[src/rtl/lfsr_rng.sv]
// lfsr_rng: parametrised Fibonacci LFSR random-number generator.
// Words are produced on demand through a request handshake (req_valid/req_ready)
// and handed out through a response handshake (rand_valid/rand_ready).
// Each delivered word advances the LFSR STEPS times to decorrelate outputs.
// Optional build macro: LFSR_PERIOD_MON_EN enables the period monitor
// (stored seed, step counter and period_wrap pulse).
module lfsr_rng #(
  parameter int unsigned      WIDTH = 8,
  parameter logic [WIDTH-1:0] TAPS  = 8'hB8,
  parameter logic [WIDTH-1:0] SEED  = 8'h01,
  parameter int unsigned      OUT_W = 8,
  parameter int unsigned      STEPS = 1
) (
  input  logic             clk,
  input  logic             rst_n,
  input  logic             seed_load,
  input  logic [WIDTH-1:0] seed_in,
  output logic             seed_zero_err,
  input  logic             req_valid,
  output logic             req_ready,
  output logic             rand_valid,
  input  logic             rand_ready,
  output logic [OUT_W-1:0] rand_data,
  output logic [WIDTH-1:0] state_out,
  output logic             busy,
  output logic             period_wrap,
  output logic [WIDTH-1:0] step_count
);

  localparam logic [1:0] ST_IDLE  = 2'd0;
  localparam logic [1:0] ST_SHIFT = 2'd1;
  localparam logic [1:0] ST_VALID = 2'd2;

  // Remaining steps after the one taken in the accept cycle.
  localparam logic [7:0] STEPS_M1 = 8'(STEPS - 1);

  logic [1:0]       fsm_q, fsm_d;
  logic [WIDTH-1:0] lfsr_q, lfsr_d;
  logic [7:0]       cnt_q, cnt_d;
  logic             zero_err_q, zero_err_d;
  logic [WIDTH-1:0] lfsr_next;
  logic [WIDTH-1:0] seed_fixed;

  // A zero seed would lock the LFSR at zero forever, so it is replaced by SEED.
  assign lfsr_next  = {lfsr_q[WIDTH-2:0], ^(lfsr_q & TAPS)};
  assign seed_fixed = (seed_in == '0) ? SEED : seed_in;

  assign req_ready     = (fsm_q == ST_IDLE) && !seed_load;
  assign rand_valid    = (fsm_q == ST_VALID);
  assign busy          = (fsm_q != ST_IDLE);
  assign rand_data     = lfsr_q[OUT_W-1:0];
  assign state_out     = lfsr_q;
  assign seed_zero_err = zero_err_q;

  // Next-state logic: seed loading overrides everything, otherwise run the handshake FSM.
  always_comb begin
    fsm_d      = fsm_q;
    lfsr_d     = lfsr_q;
    cnt_d      = cnt_q;
    zero_err_d = 1'b0;
    if (seed_load) begin
      fsm_d      = ST_IDLE;
      cnt_d      = 8'd0;
      lfsr_d     = seed_fixed;
      zero_err_d = (seed_in == '0);
    end else begin
      case (fsm_q)
        ST_IDLE: begin
          if (req_valid) begin
            lfsr_d = lfsr_next;
            if (STEPS == 1) begin
              fsm_d = ST_VALID;
            end else begin
              fsm_d = ST_SHIFT;
              cnt_d = STEPS_M1;
            end
          end
        end
        ST_SHIFT: begin
          lfsr_d = lfsr_next;
          cnt_d  = cnt_q - 8'd1;
          if (cnt_q == 8'd1) begin
            fsm_d = ST_VALID;
          end
        end
        ST_VALID: begin
          if (rand_ready) begin
            fsm_d = ST_IDLE;
          end
        end
        default: begin
          fsm_d = ST_IDLE;
        end
      endcase
    end
  end

  // Core state registers with asynchronous reset to the power-on seed.
  always_ff @(posedge clk or negedge rst_n) begin
    if (!rst_n) begin
      fsm_q      <= ST_IDLE;
      lfsr_q     <= SEED;
      cnt_q      <= 8'd0;
      zero_err_q <= 1'b0;
    end else begin
      fsm_q      <= fsm_d;
      lfsr_q     <= lfsr_d;
      cnt_q      <= cnt_d;
      zero_err_q <= zero_err_d;
    end
  end

`ifdef LFSR_PERIOD_MON_EN
  localparam logic [WIDTH-1:0] ONE = {{(WIDTH-1){1'b0}}, 1'b1};

  logic [WIDTH-1:0] seed_reg_q, seed_reg_d;
  logic [WIDTH-1:0] step_cnt_q, step_cnt_d;
  logic             wrap_q, wrap_d;
  logic             step_en;

  // Period monitor: count steps since the last seed and flag a return to that seed.
  always_comb begin
    step_en    = !seed_load && (((fsm_q == ST_IDLE) && req_valid) || (fsm_q == ST_SHIFT));
    seed_reg_d = seed_load ? seed_fixed : seed_reg_q;
    step_cnt_d = step_cnt_q;
    wrap_d     = 1'b0;
    if (seed_load) begin
      step_cnt_d = '0;
    end else if (step_en) begin
      if (lfsr_next == seed_reg_q) begin
        step_cnt_d = '0;
        wrap_d     = 1'b1;
      end else begin
        step_cnt_d = step_cnt_q + ONE;
      end
    end
  end

  // Period monitor registers.
  always_ff @(posedge clk or negedge rst_n) begin
    if (!rst_n) begin
      seed_reg_q <= SEED;
      step_cnt_q <= '0;
      wrap_q     <= 1'b0;
    end else begin
      seed_reg_q <= seed_reg_d;
      step_cnt_q <= step_cnt_d;
      wrap_q     <= wrap_d;
    end
  end

  assign period_wrap = wrap_q;
  assign step_count  = step_cnt_q;
`else
  assign period_wrap = 1'b0;
  assign step_count  = '0;
`endif

endmodule

[config.mk]
export PLATFORM = sky130hd
export DESIGN_NAME = lfsr_rng
export DESIGN_NICKNAME = d
export VERILOG_FILES = /design/src/rtl/lfsr_rng.sv
export SDC_FILE = /design/constraint.sdc
export NUM_CORES = 1
export LEC_CHECK = 0
export BUFFER_PORTS_ARGS = -buffer_cell sky130_fd_sc_hd__buf_2
export CAP_MARGIN = 30
export CORE_UTILIZATION = 34
export CTS_CLUSTER_SIZE = 12
export DETAILED_ROUTE_END_ITERATION = 16
export GPL_TIMING_DRIVEN = 0
export HOLD_SLACK_MARGIN = 0.05
export PLACE_DENSITY = 0.65
export SKIP_LAST_GASP = 1
export SYNTH_ARGS = -nofsm -noshare
export SYNTH_HDL_FRONTEND = slang
export SYNTH_SLANG_ARGS = --single-unit
[constraint.sdc]
create_clock -name clk -period 1.27 [get_ports clk]
set_input_delay 0.127 -clock clk [delete_from_list [all_inputs] [get_ports clk]]
set_output_delay 0.127 -clock clk [all_outputs]
set_load 0.005 [all_outputs]
==> impl_metrics.tcl <==
set metrics [dict create \
    run_status "completed" \
    max-vdd-ir-drop_mv 0.767 \
    antenna_left 0 \
    setup_viol 0 \
    crit_fanout 5 \
    power.density_nw_per_um2 1100 \
    floorplan.initialDensity_pct 37.0 \
    cts_max_path_buffers 2 \
    cp-end-kind "flip-flop" \
    netlist.area_leader.share_pct 34.5 \
    finalInstanceArea_um2 921 \
    cts_tree "built" \
    yosys.cell_count.top_type "sky130_fd_sc_hd__buf_4" \
    gp_routability_congestion 0.722 \
    dp.cells 133 \
    flow.area_growth_from_synthesis_pct 41.0 \
    post_drt_via_cell_ratio 4.01 \
    dpl_cell_area_um2 875 \
    floorplan.die.width_um 45.8 \
    crit_path_start_kind "flip-flop" \
    ys.flop_type "sky130_fd_sc_hd__dfrtp_1" \
    number_of_synthesized_register_bits 10 \
    timing.critical_path.slowest_stage_cell "sky130_fd_sc_hd__dfrtp_1" \
    antenna-diode-count 0 \
    routed_wl_mm 1.29 \
    synthDistinctLibCells 18 \
    timing_max_transition_violations_final 0 \
    grt.overflow.total 0 \
    min_path_cells 2 \
    core.rowCount 15 \
    gr-usage-all-layers_pct 13.5 \
    dieArea_um2 2100 \
    type_of_the_worst_min_delay_path "input pin to flip-flop" \
    timing.critical_path.cells "xnor2_1, xnor2_1, nor2_1, o32a_1" \
    htree_levels 1 \
    finalHoldViolCount 0 \
    chipHeight_um 45.8 \
    grt_antenna_before_repair 0 \
    syn_avg_cell_area_um2 9.60 \
    num_io_pins 42 \
    crit_arrival_ns 1.42 \
    synthCells 68 \
    path_class "flip-flop to flip-flop" \
    worstRegToRegCells 4 \
    drtIter0Drc 0 \
    first_pass_iters 1 \
    dr_total_vias 553 \
    async_reset_ff_share_pct 100 \
    routed_wire_length_per_instance_um 9.34 \
    cpMostUsedCell "sky130_fd_sc_hd__xnor2_1" \
    place.port_buffers 32 \
    skew_ns 0.0105 \
    max_freq_mhz 809 \
    post_synth_main_area_contributors "sky130_fd_sc_hd__dfrtp_1 (34%), sky130_fd_sc_hd__buf_4 (21%), sky130_fd_sc_hd__mux2i_1 (11%)" \
    slowest_delay_ns 0.43 \
    clk_pin_slew_ns 0.07 \
    ctsRootBufferMaster "sky130_fd_sc_hd__clkbuf_4" \
    cellLeakagePower_uw 0.000512 \
    num-nets-final 127 \
    numCtsBuffers 3 \
    grt_setup_unrepaired "true" \
    portion_of_the_clock_cycle_consumed_by_the_worst_path_in_the_final_layout_pct 97.3 \
    multi_input_comb_area_um2 289 \
    synth.yosys.seq_area_share_pct 38.5 \
    area.sequential_um2 251 \
    first_pass_grt_wire_length_mm 1.91 \
    syn_area_um2 653 \
    synth_edf_count 0 \
    via_count_of_the_first_global_routing_pass 464 \
    layout.core_utilization_pct 52.2 \
    dp.final_hpwl_mm 1.02 \
    post_layout_nonfiller_instances 138 \
    numClockSinks 10 \
    netlist_top_cells_count "sky130_fd_sc_hd__buf_4 (18), sky130_fd_sc_hd__dfrtp_1 (9), sky130_fd_sc_hd__mux2i_1 (7), sky130_fd_sc_hd__nand2_1 (7), sky130_fd_sc_hd__o21ai_0 (7)" \
    post-route-min-period_ns 1.24 \
    coreArea_um2 1760 \
    post-synth-top-area-cell "sky130_fd_sc_hd__dfrtp_1" \
    yosys_synthesis_warning_count 0 \
    share_of_cells_above_drive_strength_1_pct 54.0 \
    worstSkewPairLatency_ns 0.26 \
    max_cap_violations 0 \
    grt_max_degree 11 \
    critical_path_required_ns 1.45 \
    fillCellCount 188 \
    remaining_drc_errors 0 \
]
==> state kept, by name, summed over array words and instances (netlist names) <==
register       cells
seed_zero_err      1
rand_data          8
fsm_q              1
==> logic make-up (layout without fill, tap and decap cells) <==
group,Yosys count,after routing,synth area share (%)
xor gates and xnor gates,3,3,4.02
muxes,7,7,10.7
other,1,9,0.574
DFF,10,10,38.5
and+or+nand+nor,15,15,14.0
buffers and inverters,22,59,23.4
AOI/OAI and AO/OA,10,10,8.81
==> worst paths after layout <==
check                                    startpoint                       end  slack, ns
max in group asynchronous                     rst_n  rand_data[0]$_DFFE_PN1P_       0.75
hold / removal                           seed_in[0]   seed_zero_err$_DFF_PN0_       0.07
min in group asynchronous                     rst_n  rand_data[6]$_DFFE_PN0P_       0.25
setup reg to reg           rand_data[4]$_DFFE_PN0P_  rand_data[0]$_DFFE_PN1P_       0.03
hold reg to reg            rand_data[1]$_DFFE_PN0P_  rand_data[1]$_DFFE_PN0P_       0.54
setup / recovery           rand_data[4]$_DFFE_PN0P_  rand_data[0]$_DFFE_PN1P_       0.03
==> cell type report <==
type / instances / area share, %
clock buffer: 4 / 2.85
inverter: 2 / 0.815
buffer: 20 / 15.8
sequential: 10 / 27.3
multi-input combinational: 44 / 31.4
timing repair buffer: 33 / 18.5
tap: 25 / 3.40
==> repair_timing <==
item / in CTS / in global routing
gates resized for setup: 0 / 2
endpoints found under the setup margin: 0 / 6
hold buffers: 1 / 0
buffers inserted: 0 / 0
endpoints found under the hold margin: 10 / 0
==> critical path, delay by kind of cell, from the launching register on <==
family / cells / cell delay, ns
xor+xnor: 2 / 0.33
compound gates: 1 / 0.33
flops: 1 / 0.43
simple gates: 1 / 0.06
==> metal layers <==
layer | vias to the layer above | track usage (%) | share of wire (%)
met2 | 25 | 22.3 | 47
met1 | 233 | 14.9 | 43
met4 | 0 | 10.6 | 2.4
met3 | 4 | 2.78 | 7.4
li1 | 291 | - | -
met5 | - | 0 | 0
==> report_power, final <==
group	total, uW	internal, uW	leakage (uW)	switching, uW
registers	426	371	0.000122	55.4
logic	354	218	0.000375	136
clock network	231	121	0.0000150	110
==> cell usage in the layout (no fill, tap or decap), drive strengths merged <==
| master | count |
|---|---|
| buf | 52 |
| dfstp | 1 |
| inv | 2 |
| nor2b | 1 |
| nand2 | 7 |
| clkbuf | 4 |
| a21o | 1 |
| a21oi | 1 |
| nor4 | 2 |
| conb | 9 |
| mux2i | 7 |
| o32a | 1 |
| nor2 | 4 |
| dfrtp | 9 |
| dlygate4sd3 | 1 |
| xnor2 | 3 |
| nand3b | 1 |
| o21ai | 7 |
==> through the flow <==
| step | power [uW] | hold WS, ns | TNS (ns) | setup WS, ns |
|---|---|---|---|---|
| after global placement | 774 | -0.00143 | 0 | 0.0334 |
| after floorplan | 634 | -0.169 | 0 | 0.103 |
| after CTS | 1020 | 0.0618 | 0 | 0.0191 |
| after global routing | 1100 | 0.0550 | -0.0343 | -0.0343 |
| after detailed placement | 778 | -0.000494 | 0 | 0.0358 |
| final | 1010 | 0.0710 | 0 | 0.0342 |
No activity file was read; power rests on OpenSTA's default activity.
